[config.mk]
export PLATFORM = sky130hd
export DESIGN_NAME = packetmem_sched
export DESIGN_NICKNAME = d
export VERILOG_FILES = /design/src/rtl/packetmem_pkg.sv /design/src/rtl/bufid_fifo.sv /design/src/rtl/packetmem_sched.sv
export SDC_FILE = /design/constraint.sdc
export NUM_CORES = 1
export LEC_CHECK = 0
export CAP_MARGIN = 10
export CORE_UTILIZATION = 58
export DETAILED_ROUTE_END_ITERATION = 10
export HOLD_SLACK_MARGIN = 0.1
export PLACE_DENSITY = 0.79
export SETUP_SLACK_MARGIN = 0.2
export SYNTH_ARGS = -nofsm -noshare
export SYNTH_HDL_FRONTEND = slang
export SYNTH_SLANG_ARGS = --single-unit
export TNS_END_PERCENT = 10
[constraint.sdc]
create_clock -name clk -period 2.2 [get_ports clk]
set_input_delay 0.22 -clock clk [delete_from_list [all_inputs] [get_ports clk]]
set_output_delay 0.22 -clock clk [all_outputs]
set_load 0.005 [all_outputs]
[src/rtl/packetmem_pkg.sv]
// Shared definitions for the packet-buffer rotation scheduler.
// Latency: none (types and constants only).
// Backpressure: not applicable.
package packetmem_pkg;

   localparam int SEL_WIDTH = 2;

   typedef logic [SEL_WIDTH-1:0] buf_id_t;

   localparam buf_id_t BUF_NONE = 2'b00;
   localparam buf_id_t BUF_PING = 2'b01;
   localparam buf_id_t BUF_PANG = 2'b10;
   localparam buf_id_t BUF_PUNG = 2'b11;

   // Lifecycle of one buffer: filled, queued for CPU, filtered, queued for forwarder, drained
   typedef enum logic [2:0] {
      ST_FREE,
      ST_SN,
      ST_READY,
      ST_CPU,
      ST_ACC,
      ST_FWD
   } buf_state_e;

endpackage

[src/rtl/bufid_fifo.sv]
// Depth-3 FIFO of buffer IDs; head and empty flag come straight from registers.
// Latency: a push is visible at the head one edge later; push and pop may share a cycle.
// Backpressure: pop on empty is ignored; push when full without a pop is dropped (cannot occur with 3 buffers).
module bufid_fifo
   import packetmem_pkg::*;
(
   input  logic    clk,
   input  logic    rst_n,
   input  logic    push_vld,
   input  buf_id_t push_dat,
   input  logic    pop_rdy,
   output buf_id_t head_dat,
   output logic    empty
);

   localparam logic [1:0] DEPTH = 2'd3;

   buf_id_t    mem_q [DEPTH];
   buf_id_t    mem_d [DEPTH];
   logic [1:0] rd_ptr_q, rd_ptr_d;
   logic [1:0] wr_ptr_q, wr_ptr_d;
   logic [1:0] cnt_q, cnt_d;
   logic       do_push, do_pop;

   function automatic logic [1:0] ptr_inc(input logic [1:0] p);
      return (p == DEPTH - 2'd1) ? 2'd0 : p + 2'd1;
   endfunction

   // Next-state: pop the prior head, append at the tail, count tracks occupancy
   always_comb begin
      mem_d    = mem_q;
      rd_ptr_d = rd_ptr_q;
      wr_ptr_d = wr_ptr_q;
      do_pop   = pop_rdy && (cnt_q != 2'd0);
      do_push  = push_vld && ((cnt_q != DEPTH) || do_pop);
      if (do_push) begin
         mem_d[wr_ptr_q] = push_dat;
         wr_ptr_d        = ptr_inc(wr_ptr_q);
      end
      if (do_pop) begin
         rd_ptr_d = ptr_inc(rd_ptr_q);
      end
      cnt_d = cnt_q + {1'b0, do_push} - {1'b0, do_pop};
   end

   // Storage and pointer registers
   always_ff @(posedge clk or negedge rst_n) begin
      if (!rst_n) begin
         for (int i = 0; i < 3; i++) mem_q[i] <= BUF_NONE;
         rd_ptr_q <= 2'd0;
         wr_ptr_q <= 2'd0;
         cnt_q    <= 2'd0;
      end else begin
         mem_q    <= mem_d;
         rd_ptr_q <= rd_ptr_d;
         wr_ptr_q <= wr_ptr_d;
         cnt_q    <= cnt_d;
      end
   end

   assign head_dat = mem_q[rd_ptr_q];
   assign empty    = (cnt_q == 2'd0);

endmodule

[src/rtl/packetmem_sched.sv]
// Rotates ping/pang/pung through snooper -> CPU -> forwarder (or back to free on reject).
// Latency: new grant one edge after a done pulse; queued or freed IDs usable one edge later.
// Backpressure: an agent with nothing eligible idles at sel=00/rdy=0 until a buffer reaches it.
module packetmem_sched
   import packetmem_pkg::*;
#(
   parameter int NBUF = 3
) (
   input  logic                 clk,
   input  logic                 rst_n,
   input  logic                 sn_done,
   input  logic                 cpu_done,
   input  logic                 cpu_acc,
   input  logic                 fwd_done,
   output logic [SEL_WIDTH-1:0] sn_sel,
   output logic [SEL_WIDTH-1:0] cpu_sel,
   output logic [SEL_WIDTH-1:0] fwd_sel,
   output logic                 sn_rdy,
   output logic                 cpu_rdy,
   output logic                 fwd_rdy,
   output logic                 proto_err
);

   // The 2-bit select only has codes for three buffers
   if (NBUF != 3) begin : g_nbuf_check
      $error("packetmem_sched: NBUF must be 3");
   end

   buf_state_e st_q [1:NBUF];
   buf_state_e st_d [1:NBUF];
   buf_id_t    sn_sel_q, sn_sel_d, cpu_sel_q, cpu_sel_d, fwd_sel_q, fwd_sel_d;
   logic       sn_rdy_q, cpu_rdy_q, fwd_rdy_q;
   logic       proto_err_q, proto_err_d;
   buf_id_t    free_id;
   logic       rdy_push, rdy_pop, rdy_empty;
   logic       acc_push, acc_pop, acc_empty;
   buf_id_t    rdy_head, acc_head;

   bufid_fifo u_ready_q (
      .clk      (clk),
      .rst_n    (rst_n),
      .push_vld (rdy_push),
      .push_dat (sn_sel_q),
      .pop_rdy  (rdy_pop),
      .head_dat (rdy_head),
      .empty    (rdy_empty)
   );

   bufid_fifo u_acc_q (
      .clk      (clk),
      .rst_n    (rst_n),
      .push_vld (acc_push),
      .push_dat (cpu_sel_q),
      .pop_rdy  (acc_pop),
      .head_dat (acc_head),
      .empty    (acc_empty)
   );

   // Retire finished buffers and grant the next one to each agent, all from start-of-cycle state
   always_comb begin
      st_d        = st_q;
      sn_sel_d    = sn_sel_q;
      cpu_sel_d   = cpu_sel_q;
      fwd_sel_d   = fwd_sel_q;
      proto_err_d = proto_err_q;
      rdy_push    = 1'b0;
      rdy_pop     = 1'b0;
      acc_push    = 1'b0;
      acc_pop     = 1'b0;

      free_id = BUF_NONE;
      for (int b = NBUF; b >= 1; b--) begin
         if (st_q[b] == ST_FREE) free_id = b[SEL_WIDTH-1:0];
      end

      // Snooper: finished buffer joins the CPU queue, lowest free buffer is handed out
      if (sn_done) begin
         if (sn_sel_q == BUF_NONE) begin
            proto_err_d = 1'b1;
         end else begin
            st_d[sn_sel_q] = ST_READY;
            rdy_push       = 1'b1;
         end
      end
      if ((sn_sel_q == BUF_NONE) || sn_done) begin
         sn_sel_d = free_id;
         if (free_id != BUF_NONE) st_d[free_id] = ST_SN;
      end

      // CPU: accepted buffer joins the forward queue, rejected one is freed
      if (cpu_done) begin
         if (cpu_sel_q == BUF_NONE) begin
            proto_err_d = 1'b1;
         end else if (cpu_acc) begin
            st_d[cpu_sel_q] = ST_ACC;
            acc_push        = 1'b1;
         end else begin
            st_d[cpu_sel_q] = ST_FREE;
         end
      end
      if ((cpu_sel_q == BUF_NONE) || cpu_done) begin
         rdy_pop   = !rdy_empty;
         cpu_sel_d = rdy_empty ? BUF_NONE : rdy_head;
         if (!rdy_empty) st_d[rdy_head] = ST_CPU;
      end

      // Forwarder: drained buffer is freed, next accepted buffer is taken in order
      if (fwd_done) begin
         if (fwd_sel_q == BUF_NONE) begin
            proto_err_d = 1'b1;
         end else begin
            st_d[fwd_sel_q] = ST_FREE;
         end
      end
      if ((fwd_sel_q == BUF_NONE) || fwd_done) begin
         acc_pop   = !acc_empty;
         fwd_sel_d = acc_empty ? BUF_NONE : acc_head;
         if (!acc_empty) st_d[acc_head] = ST_FWD;
      end
   end

   // State and registered outputs
   always_ff @(posedge clk or negedge rst_n) begin
      if (!rst_n) begin
         for (int b = 1; b <= NBUF; b++) st_q[b] <= ST_FREE;
         sn_sel_q    <= BUF_NONE;
         cpu_sel_q   <= BUF_NONE;
         fwd_sel_q   <= BUF_NONE;
         sn_rdy_q    <= 1'b0;
         cpu_rdy_q   <= 1'b0;
         fwd_rdy_q   <= 1'b0;
         proto_err_q <= 1'b0;
      end else begin
         st_q        <= st_d;
         sn_sel_q    <= sn_sel_d;
         cpu_sel_q   <= cpu_sel_d;
         fwd_sel_q   <= fwd_sel_d;
         sn_rdy_q    <= (sn_sel_d != BUF_NONE);
         cpu_rdy_q   <= (cpu_sel_d != BUF_NONE);
         fwd_rdy_q   <= (fwd_sel_d != BUF_NONE);
         proto_err_q <= proto_err_d;
      end
   end

   assign sn_sel    = sn_sel_q;
   assign cpu_sel   = cpu_sel_q;
   assign fwd_sel   = fwd_sel_q;
   assign sn_rdy    = sn_rdy_q;
   assign cpu_rdy   = cpu_rdy_q;
   assign fwd_rdy   = fwd_rdy_q;
   assign proto_err = proto_err_q;

endmodule
Word level (Yosys, flattened, before mapping)
Index checks and enable logic that the tools add are counted.
Storage, ports and cells
  flip-flop bits (word level): 43
  bits in latches: 0
  RAM bits: 0
  memory bits (read-only): 0
  output and inout bits: 10
  logic and storage cells: 178
  memories kept: 0
Operators by class
  add/sub/neg operators: 8
  $mul: 0
  div/mod/pow operators: 0
  magnitude comparators: 18
  equal/unequal tests: 6
  shift operators: 0
  multiplexer cells: 62
  bitwise logic cells: 29
  reduce and logical (&&, ||, !) cells: 33
Operators with widths (count)
  9-bit 2-to-1 mux: 13
  3-bit demux with 2-bit select: 6
  2-bit 2-to-1 mux: 18
  3-bit greater-or-equal comparator (second input constant): 10
  2-bit NOT with 3-bit output: 10
  3-bit by 1-bit less-than comparator with 1-bit output (second input constant): 8
  6-bit bitwise AND: 3
  9-bit bitwise AND: 2
  3-bit 2-to-1 mux: 6
  6-bit NOT: 3
  9-bit NOT: 2
  1-bit 2-to-1 mux: 13
  6-bit bitwise mux: 2
  1-bit logical AND: 12
  6-bit bitwise OR: 2
  2-bit nonzero test: 6
  2-bit logical NOT: 5
  3-bit logical NOT: 3
  3-bit bitwise OR: 3
  2-bit by 1-bit adder with 2-bit output (second input constant): 4
  2-bit binary-select mux with 2-bit select: 2
  2-bit demux with 2-bit select: 2
  2-bit equality test (second input constant): 4
  3-bit bitwise AND: 2
  other kinds (6): 15

Logic depth before layout (Yosys ltp)
Gate-level depths: netlist of the first run.
  depth after elaboration: 26
  gate-level depth with buffers: 9

Cells and area by module
Synthesis of the first run repeated with hierarchy kept, for this count alone.
Second synthesis, totals
  cell total of the unflattened synthesis: 197
  area, all modules: 2207.1 µm²
Modules (own cells, without submodules)
  packetmem_sched: times used 1, cells each 109, area each 1049.8 µm², seq. area each 475.5 µm²
  bufid_fifo at u_ready_q: times used 1, cells each 44, area each 579.3 µm², seq. area each 300.3 µm²
  bufid_fifo at u_acc_q: times used 1, cells each 44, area each 578.1 µm², seq. area each 300.3 µm²

Least setup slack after synthesis of the first run
Ideal clock, no wire load.
  kind: register -> register
  start: register cpu_sel_q[0], in the netlist cpu_sel[0]
  end: register u_ready_q.cnt_q[1]
  setup time: 80 ps
  arrival time: 1691 ps
  data required time: 2120 ps
  setup slack: 429 ps
  stages on the path, launching flop included: 10
  path buffers: 2
  period minus slack after synthesis: 1771 ps
  cell sequence: dfrtp_1 > buf_4 > nor2_2 > o22a_1 > buf_2 > ha_1 > inv_1 > ha_1 > xnor2_1 > xnor2_1
Between the ends
  longest elaborated chain between the ends: 8
RTL lines
  start, declared: RTL line packetmem_sched.sv:31  | buf_id_t sn_sel_q, sn_sel_d, cpu_sel_q, cpu_sel_d, fwd_sel_q, fwd_sel_d;
  start signal, assigned: RTL line packetmem_sched.sv:136  | cpu_sel_q <= cpu_sel_d;
  2-bit logical NOT (*): RTL line packetmem_sched.sv:101  | if ((cpu_sel_q == BUF_NONE) || cpu_done) begin
  1-bit logical OR (*): RTL line packetmem_sched.sv:101
  1-bit 2-to-1 mux (*): RTL line packetmem_sched.sv:101
  1-bit logical AND (*): RTL line bufid_fifo.sv:34  | do_pop = pop_rdy && (cnt_q != 2'd0);
  named net u_ready_q.do_pop: RTL line bufid_fifo.sv:23  | logic do_push, do_pop;
  1-bit logical OR: RTL line bufid_fifo.sv:35  | do_push = push_vld && ((cnt_q != DEPTH) || do_pop);
  1-bit logical AND: RTL line bufid_fifo.sv:35
  2-bit by 1-bit adder with 2-bit output: RTL line bufid_fifo.sv:43  | cnt_d = cnt_q + {1'b0, do_push} - {1'b0, do_pop};
  2-bit by 1-bit subtractor with 2-bit output (*): RTL line bufid_fifo.sv:43
  named net u_ready_q.cnt_d[1]: RTL line bufid_fifo.sv:22  | logic [1:0] cnt_q, cnt_d;
  end signal, assigned: RTL line bufid_fifo.sv:57  | cnt_q <= cnt_d;
  end, declared: RTL line bufid_fifo.sv:22
The timed path passes the listed nets; every way through them passes the cells marked *.
A chain may end at the register's enable or synchronous reset.

Final worst setup path of the first run
  start: register cpu_sel_q[0], in the netlist cpu_sel[0]
  end: register u_ready_q.cnt_q[1]
Between the ends
  longest elaborated chain between the ends: 8
RTL lines (RTL line)
  2-bit logical NOT (*): packetmem_sched.sv:101
  1-bit logical OR (*): packetmem_sched.sv:101
  1-bit 2-to-1 mux (*): packetmem_sched.sv:101
  1-bit logical AND (*): bufid_fifo.sv:34
  1-bit logical OR: bufid_fifo.sv:35
  1-bit logical AND: bufid_fifo.sv:35
  2-bit by 1-bit adder with 2-bit output: bufid_fifo.sv:43
  2-bit by 1-bit subtractor with 2-bit output (*): bufid_fifo.sv:43
  named net u_ready_q.cnt_d[1]: bufid_fifo.sv:22
Marks and branches as above.

==> results.txt, run 1 <==
CTS tree: built
CP Cell Sequence: nor2_2 > o22a_1 > ha_1 > inv_1 > ha_1 > xnor2_1 > xnor2_1
cell row count: 22
CP required: 2.41 ns
RSZ-0062 raised after global routing: no
CTS clk-pin slew, worst paths: 0.07 ns
PortBufs: 15
nets: 232
DR vias: 1613
worst skew pair latency: 0.29 ns
IR drop worst, VDD: 0.000794 V
Slew @ Worst Pin: 0.934 ns
Top Family by Delay on Critical Path: flip-flops
synth warn: 0
initial antenna violation count: 0
Peak Freq: 566 MHz
dpl cells: 262
Routed WL per cell: 15.6 um
layout cell share with drive strength beyond 1: 14.0%
first-pass GRT wire length: 7.36 mm
Slew Limit Headroom: 37.7%
Max Cap Viol: 0
Seq/Total Area, Yosys: 48.3%
register area: 1080 um2
Finish-stage setup viols: 0
die height: 64.0 um
Tot GR Track Use: 23.5%
Hold WC Path Type: reg2reg
synthesized flop and latch total: 43
post-placement setup slack: 0.138 ns
DRC: 0
Tcrit/Tclk final: 80.2%
non-filler cells in the finished layout: 269
syn nets: 212
crit path max-delay cell type: dfrtp_1
Clock Sinks: 43
synth unique cells: 52
most frequent cells in the layout: dfrtp_1 (43), nand2_1 (17), clkdlybuf4s50_1 (14), inv_1 (10), nand3_1 (9)
CTS Root Buffer Type: clkbuf_8
Post-CTS Resized: 0
IO Pins: 16
most common cell after layout, fill and taps aside: dfrtp_1
GRT overflow: 0
multi-input logic area: 1070 um2
Synth Flop Type: dfrtp_1
Max H-tree Level: 2
largest net degree at the start of global routing: 44
Placeable Area: 3660 um2
min cycle time layout: 1.77 ns
Synth Instances: 202
run status: finished clean
half-perimeter wire length after placement: 3.12 mm
Worst setup EP type: register
Die X: 64.0 um
P_leak: 1.13 nW
DRT iter0 DRCs: 69
crit start category: register
wirelength, routed: 4.19 mm
Layout area overhead: 12.5%
area of the die: 4090 um2
# diodes: 0
Setup TNS: 0 ns
post-route ant nets: 0
CTS buffer count: 5
CP bufs+invs: 1
WP data arrival: 1.98 ns
Pwr Density: 1490 nW/um2
CP max FO: 11
Final Hold Viols: 0
CP max stage delay: 0.56 ns
Final Wtd Congestion: 0.938
Initial Util: 60.9%
DR pass1 iterations: 4
Final Skew: 0.00707 ns
Post-Syn Area: 2230 um2
vias in the first global route: 1628
critical path class: reg2reg
Mean Syn Cell Area: 11.0 um2
Final Slew Violations: 0
Fillers: 278
number of synthesized flops with an enable pin: 0
ys async rst share: 100%
Vias/cell: 6.00
Final WS setup: 0.435 ns
Bufs on Longest Clock Path: 2
-- sequential cells by signal, summed over array words and instances (netlist names) --
register / count
u_ready_q.cnt_q: 2
sn_rdy: 1
fwd_rdy: 1
cpu_sel: 2
st_q: 9
proto_err: 1
u_acc_q.rd_ptr_q: 2
u_ready_q.mem_q: 6
u_acc_q.cnt_q: 2
u_acc_q.wr_ptr_q: 2
u_ready_q.wr_ptr_q: 2
u_ready_q.rd_ptr_q: 2
cpu_rdy: 1
sn_sel: 2
fwd_sel: 2
u_acc_q.mem_q: 6
-- Yosys cell counts, types with 3 or more instances --
master	count	area share (%)
dfrtp_1	43	48
nand2_1	17	2.9
inv_1	10	1.7
nand3_1	9	2.0
nand3b_1	8	2.7
nor2_1	8	1.3
mux2_1	6	3.0
mux2_2	6	3.0
o2bb2ai_1	6	2.4
buf_2	5	1.1
o21ai_0	5	1.1
a21oi_1	4	0.90
ha_1	4	2.2
mux2_4	4	2.7
mux2i_1	4	1.8
nand2b_1	4	1.1
xnor2_1	4	1.6
a21o_1	3	1.0
a2bb2oi_1	3	1.2
a31oi_1	3	0.84
and3_1	3	0.84
nor2b_1	3	0.84
nor3_1	3	0.67
o21bai_1	3	1.0
-- worst min-delay path: stages, from the launching register on --
cell,delay [ns]
dfrtp_1,0.35
a21oi_1,0.04
nand2_1,0.06
-- per-stage QoR --
step	utilization (%)	area [um2]	hold WS (ns)	total power [mW]
detailed placement	66.2	2420	0.413	3.29
global route	68.5	2510	0.517	4.02
finish	68.5	2510	0.481	3.72
global placement	66.2	2420	0.393	3.18
floorplan	-	2230	-0.0756	2.78
CTS	68.5	2510	0.486	3.75
-- layer usage --
layer | vias to the layer above | wire length (um) | track usage, %
met1 | 797 | 1900 | 30.5
met5 | - | 0 | 0
met3 | 6 | 183 | 3.75
met2 | 39 | 2050 | 39.2
met4 | 0 | 58 | 9.09
li1 | 771 | - | -
-- final timing paths --
| check | start | endpoint | slack [ns] | depth (start not counted) |
|---|---|---|---|---|
| hold / removal | proto_err | proto_err | 0.48 | 2 |
| max in group asynchronous | rst_n | u_ready_q.mem_q[1] | 1.01 | 2 |
| setup / recovery | cpu_sel[0] | u_ready_q.cnt_q[1] | 0.43 | 7 |
| setup reg to reg | cpu_sel[0] | u_ready_q.cnt_q[1] | 0.43 | 7 |
| min in group asynchronous | rst_n | fwd_rdy | 0.60 | 2 |
| hold reg to reg | proto_err | proto_err | 0.48 | 2 |
-- cells by family after synthesis --
| kind of cell | Yosys count | share of synthesized area, % |
|---|---|---|
| AO/OA/AOI/OAI | 42 | 15.6 |
| flip-flops | 43 | 48.3 |
| AND/OR/NAND/NOR | 71 | 18.1 |
| buffers and inverters | 18 | 3.65 |
| XOR/XNOR | 4 | 1.57 |
| multiplexers | 20 | 10.6 |
| adder cells (fa/ha/maj) | 4 | 2.25 |
-- what timing repair did --
item	CTS	global route
hold buffers	1	0
hold endpoints to repair	18	0
buffers inserted	0	0
-- cell type report --
class,instances,area share (%)
tap,48,2.40
multi-input combinational,141,42.7
clock buffer,6,2.90
inverter,11,1.65
timing repair buffer,20,7.39
sequential,43,42.9
-- power by group --
part	switching (mW)	internal, mW
registers	0.367	1.17
clock network	0.237	0.211
logic	0.817	0.916
total	1.42	2.30
Note: power is estimated with default switching activity, not from simulation.
==> inputs of run 2 (changes only) <==
Clock period 2.2 ns to 1.7 ns, I/O delays scaled along.
==> run 2 against run 1 <==
  * Final area up 11%
  * Clock skew grew 0.00072 ns
  * Total power grew 49%
  * Clock-buffer cell count is 2 higher
  * Final cell count grew 7.8%
  * Critical path depth fell by 3
  * Register-to-register slack worse by 0.34 ns
  * First-iteration DRC count increased by 64%
  * Setup slack got worse by 0.34 ns
  * Critical path type unchanged
==> results.txt, run 2 (synthesized netlist as in run 1, its figures left out) <==
run status: finished clean
critical path class: reg2reg
half-perimeter wire length after placement: 3.53 mm (+13%)
IO Pins: 16 (unchanged)
Peak Freq: 621 MHz (+9.7%)
min cycle time layout: 1.61 ns (-0.156 ns)
Bufs on Longest Clock Path: 2 (unchanged)
Slew @ Worst Pin: 0.510 ns (-0.424 ns)
P_leak: 1.25 nW (+11%)
area of the die: 4090 um2 (unchanged)
Final Power: 5.56 mW (+49%)
CTS buffer count: 5 (unchanged)
Hold WC Path Type: in2async
Routed WL per cell: 17.3 um (+11%)
WP data arrival: 1.79 ns (-0.19 ns)
Reg2Reg Capture Point: u_acc_q.mem_q[2]
Critical path origin: fwd_sel[0]
DRC: 0 (unchanged)
Net Switching: 2.15 mW (+51%)
DRT iter0 DRCs: 113 (+64%)
first-pass GRT wire length: 8.30 mm (+13%)
non-filler cells in the finished layout: 290 (+7.8%)
Pwr Density: 2000 nW/um2 (+35%)
register area: 1080 um2 (+0.23%)
# diodes: 0 (unchanged)
Clock power frac: 12.9% (+0.9 points)
CTS clk-pin slew, worst paths: 0.08 ns (about the same)
Layout area overhead: 24.4%
Final Hold Viols: 0 (unchanged)
crit path max-delay cell type: or3b_4
largest net degree at the start of global routing: 23 (-48%)
Tot GR Track Use: 27.1% (+3.6 points)
Fillers: 246 (-12%)
crit start category: register
vias in the first global route: 1798 (+10%)
layout cell share with drive strength beyond 1: 26.9% (+13 points)
dpl cells: 278 (+6.1%)
Reg with most FFs: st_q
Final Slew Violations: 0 (unchanged)
R2R depth: 4 (-3)
CP max stage delay: 0.43 ns (-0.13 ns)
DR pass1 iterations: 4 (unchanged)
Max Cap Viol: 0 (unchanged)
Max H-tree Level: 2 (unchanged)
IR drop worst, VDD: 0.00123 V (+55%)
Sw Share: 38.7% (+0.55 points)
internal power: 3.40 mW (+48%)
fin util: 75.7% (+7.3 points)
most common cell after layout, fill and taps aside: dfrtp_1
worst skew pair latency: 0.30 ns (about the same)
CTS tree: built
Finish-stage setup viols: 0 (unchanged)
Die X: 64.0 um (unchanged)
Final Skew: 0.00778 ns (+0.000717 ns)
Logic pwr share: 52.3% (+5.7 points)
DR vias: 1729 (+7.2%)
nets: 251 (+8.2%)
Clock Sinks: 43 (unchanged)
RSZ-0062 raised after global routing: yes
sequential power share: 34.8% (-6.6 points)
wirelength, routed: 5.02 mm (+20%)
max FFs per register: 9 (unchanged)
multi-input logic area: 1160 um2 (+8.5%)
die height: 64.0 um (unchanged)
Initial Util: 60.9% (unchanged)
CP max FO: 5 (-6)
initial antenna violation count: 0 (unchanged)
Largest regs: st_q: 9 flops, u_acc_q.mem_q: 6 flops, u_ready_q.mem_q: 6 flops
Worst setup EP type: register
CTS Root Buffer Type: clkbuf_8
CP required: 1.89 ns (-0.52 ns)
post-route ant nets: 0 (unchanged)
most frequent cells in the layout: dfrtp_1 (41), buf_4 (23), nand2_1 (17), clkdlybuf4s50_1 (14), nand3_1 (9)
Final Wtd Congestion: 0.892 (-4.9%)
cell row count: 22 (unchanged)
Tcrit/Tclk final: 94.6% (+14 points)
CP Cell Sequence: o21bai_4 > o21ai_4 > or3b_4 > mux2_4
Placeable Area: 3660 um2 (unchanged)
Slew Limit Headroom: 66.0% (+28 points)
Worst R2R Start: fwd_sel[0]
Vias/cell: 5.96 (-0.57%)
GRT overflow: 0 (unchanged)
R2R setup slack: 0.09 ns (-0.34 ns)
PortBufs: 15 (unchanged)
==> run 2: cell count changes in the layout (fill, tap and decap cells not counted), sizes merged <==
cell	previous run	this run
clkbuf	6	8
buf	5	24
==> run 2: worst max-delay path: cells and delay by family, from the launching register on <==
kind | cells | cell delay, ns
simple gates | 1 | 0.43
flops | 1 | 0.42
compound gates | 2 | 0.33
mux | 1 | 0.31
==> run 2: per-stage QoR <==
stage	area [um2]	hold WS [ns]	setup TNS [ns]	setup slack [ns]
2_1_floorplan	2280	-0.126	0	0.0741
3_3_place_gp	2580	0.149	-1.22	-0.115
3_5_place_dp	2580	0.170	-2.10	-0.198
4_1_cts	2730	0.385	0	0.109
5_1_grt	2770	0.422	0	0.0397
6_report	2770	0.360	0	0.0910
==> run 2: worst max-delay path by stage <==
stage,endpoint,slack [ns],depth (start not counted)
global route,u_acc_q.cnt_q[1],0.04,7
global placement,u_ready_q.mem_q[3],-0.11,6
detailed placement,u_ready_q.mem_q[1],-0.20,6
floorplan,u_ready_q.cnt_q[1],0.07,9
CTS,u_acc_q.cnt_q[1],0.11,7
finish,u_acc_q.mem_q[2],0.09,4
==> run 2: cell type report <==
cell class                 instances  share of cell area (%)
clock buffer                       8                    3.61
inverter                          11                    1.58
multi-input combinational        141                    41.9
sequential                        43                    38.9
tap                               48                    2.17
timing repair buffer              39                    11.8
==> run 2: timing repair <==
| action | CTS | global route |
|---|---|---|
| gates cloned | 0 | 0 |
| setup buffers | 3 | 0 |
| hold buffers | 1 | 0 |
| endpoints found under the setup margin | 26 | 32 |
| resized for setup | 5 | 8 |
| hold endpoints to repair | 21 | 0 |
| pin swaps | 0 | 9 |
==> run 2: metal layers <==
layer	GRT usage (%)	routed length, um	vias to the layer above
met5	0	0	-
met4	16.2	204	0
met3	5.36	280	22
met2	43.0	2400	66
met1	34.1	2130	835
li1	-	-	806
==> run 2: power by group through the flow <==
| stage | sequential, mW | combinational (mW) | clock, mW |
|---|---|---|---|
| final | 1.93 | 2.91 | 0.716 |
| after global routing | 1.99 | 3.14 | 0.763 |
| after CTS | 1.91 | 2.74 | 0.726 |
| after detailed placement | 1.92 | 2.64 | 0 |
| after global placement | 1.88 | 2.52 | 0 |
| after floorplan | 1.82 | 1.93 | 0 |
==> inputs of run 3 (changes only) <==
Settings changed: CORE_MARGIN from default to 8.
==> run 3 against run 2 <==
  * Final cell count is the same
  * Clock-buffer cell count is the same
  * Setup slack lost 0.035 ns
  * Largest cell class unchanged
  * Largest power group unchanged
  * Highest routed layer unchanged
==> results.txt, run 3 (synthesized netlist as in run 1, its figures left out) <==
Vias/cell: 5.88 (-1.4%)
PortBufs: 15 (unchanged)
Final Hold Viols: 0 (unchanged)
vias in the first global route: 1774 (-1.3%)
# diodes: 0 (unchanged)
Routed WL per cell: 16.8 um (-3.1%)
R2R depth: 7 (+3)
wirelength, routed: 4.87 mm (-3.1%)
Slew Limit Headroom: 64.8% (-1.2 points)
CTS tree: built
largest net degree at the start of global routing: 23 (unchanged)
P_leak: 1.25 nW (+0.19%)
Hold WC Path Type: in2async
initial antenna violation count: 0 (unchanged)
sequential power share: 35.3% (+0.5 points)
Bufs on Longest Clock Path: 2 (unchanged)
Die X: 78.0 um (+22%)
GRT overflow: 0 (unchanged)
Largest regs: st_q: 9 flops, u_acc_q.mem_q: 6 flops, u_ready_q.mem_q: 6 flops
max FFs per register: 9 (unchanged)
critical path class: reg2reg
Initial Util: 60.4% (-0.45 points)
IO Pins: 16 (unchanged)
Final Wtd Congestion: 0.807 (-9.6%)
die height: 78.0 um (+22%)
RSZ-0062 raised after global routing: yes
worst skew pair latency: 0.30 ns (about the same)
DRC: 0 (unchanged)
CTS Root Buffer Type: clkbuf_8
crit start category: register
Layout area overhead: 24.1%
R2R setup slack: 0.06 ns (-0.04 ns)
Slew @ Worst Pin: 0.528 ns (+0.0178 ns)
crit path max-delay cell type: dfrtp_1
CP Cell Sequence: o21bai_4 > o21a_1 > ha_1 > inv_2 > ha_4 > xnor2_2 > xnor2_1
DR pass1 iterations: 4 (unchanged)
Worst R2R Start: fwd_sel[1]
Fin Hold WS: 0.376 ns (+0.0162 ns)
half-perimeter wire length after placement: 3.59 mm (+1.5%)
Logic pwr share: 51.8% (-0.5 points)
CP max FO: 3 (-2)
dpl cells: 280 (+0.72%)
most frequent cells in the layout: dfrtp_1 (40), buf_4 (22), nand2_1 (17), clkdlybuf4s50_1 (13), nand3_1 (9)
Top Family by Delay on Critical Path: flip-flops
Max Cap Viol: 0 (unchanged)
CP max stage delay: 0.41 ns (-0.02 ns)
IR drop worst, VDD: 0.00128 V (+3.6%)
WP data arrival: 1.86 ns (+0.07 ns)
Worst setup EP type: register
layout cell share with drive strength beyond 1: 26.9% (unchanged)
Sw Share: 38.0% (-0.77 points)
Tcrit/Tclk final: 96.7% (+2.1 points)
cell row count: 22 (unchanged)
Max H-tree Level: 2 (unchanged)
Finish-stage setup viols: 0 (unchanged)
DR vias: 1705 (-1.4%)
Clock power frac: 12.8% (about the same)
min cycle time layout: 1.64 ns (+0.0351 ns)
Final Skew: 0.00755 ns (-0.000234 ns)
most common cell after layout, fill and taps aside: dfrtp_1
nets: 251 (unchanged)
Pwr Density: 1970 nW/um2 (-1.7%)
post-route ant nets: 0 (unchanged)
Peak Freq: 608 MHz (-2.1%)
CTS clk-pin slew, worst paths: 0.08 ns (about the same)
CP required: 1.91 ns (+0.02 ns)
run status: finished clean
CTS buffer count: 5 (unchanged)
first-pass GRT wire length: 8.38 mm (+0.92%)
Reg with most FFs: st_q
Final Slew Violations: 0 (unchanged)
Reg2Reg Capture Point: u_acc_q.cnt_q[1]
Placeable Area: 3690 um2 (+0.75%)
Net Switching: 2.07 mW (-3.9%)
internal power: 3.38 mW (-0.74%)
Setup TNS: 0 ns (unchanged)
area of the die: 6080 um2 (+49%)
non-filler cells in the finished layout: 290 (unchanged)
CP bufs+invs: 1 (+1)
DRT iter0 DRCs: 93 (-18%)
Tot GR Track Use: 16.9% (-10 points)
Clock Sinks: 43 (unchanged)
-- run 3: final cells by class --
class | count | area, um2
Sequential cell | 43 | 1080
Fill cell | 254 | 923
Tap cell | 48 | 60.1
Inverter | 11 | 43.8
Clock buffer | 8 | 100
Timing Repair Buffer | 39 | 339
Multi-Input combinational cell | 141 | 1140
-- run 3: metal layers --
metal  track usage [%]  vias to the layer above  wire length [um]
met5                 0                        -                 0
met1              21.0                      839              2140
met4              6.85                        0               114
met3              4.26                       13               264
li1                  -                      808                 -
met2              27.5                       45              2350
-- run 3: stage by stage --
step	cell area, um2	setup slack, ns	utilization, %	total power, mW
finish	2770	0.0559	75.0	5.45
global route	2770	-0.0299	75.0	5.90
global placement	2610	-0.142	70.7	4.45
detailed placement	2610	-0.199	70.7	4.60
CTS	2730	0.111	73.9	5.33
floorplan	2280	0.0741	-	3.75
-- run 3: worst max-delay path by stage --
stage                          start            endpoint  slack (ns)  cells after the start
after CTS                 fwd_sel[0]    u_acc_q.cnt_q[1]        0.11                      7
final                     fwd_sel[1]    u_acc_q.cnt_q[1]        0.06                      7
after global placement      cpu_done    u_acc_q.mem_q[2]       -0.14                      5
after global routing      fwd_sel[1]    u_acc_q.cnt_q[1]       -0.03                      7
after detailed placement    cpu_done  u_ready_q.mem_q[2]       -0.20                      6
after floorplan           cpu_sel[1]  u_ready_q.cnt_q[1]        0.07                      9
-- run 3: timing repair --
action                                  in CTS  in global routing
endpoints found under the setup margin      27                 30
pin swaps                                    2                  9
endpoints found under the hold margin       21                  0
gates cloned                                 0                  0
resized for setup                            3                  9
hold buffers                                 1                  0
setup buffers                                1                  0
-- run 3: power groups by stage --
| stage | registers (mW) | clock network (mW) | logic (mW) |
|---|---|---|---|
| floorplan | 1.82 | 0 | 1.93 |
| global placement | 1.89 | 0 | 2.56 |
| detailed placement | 1.92 | 0 | 2.68 |
| CTS | 1.91 | 0.712 | 2.71 |
| global route | 2.00 | 0.750 | 3.15 |
| finish | 1.92 | 0.700 | 2.82 |
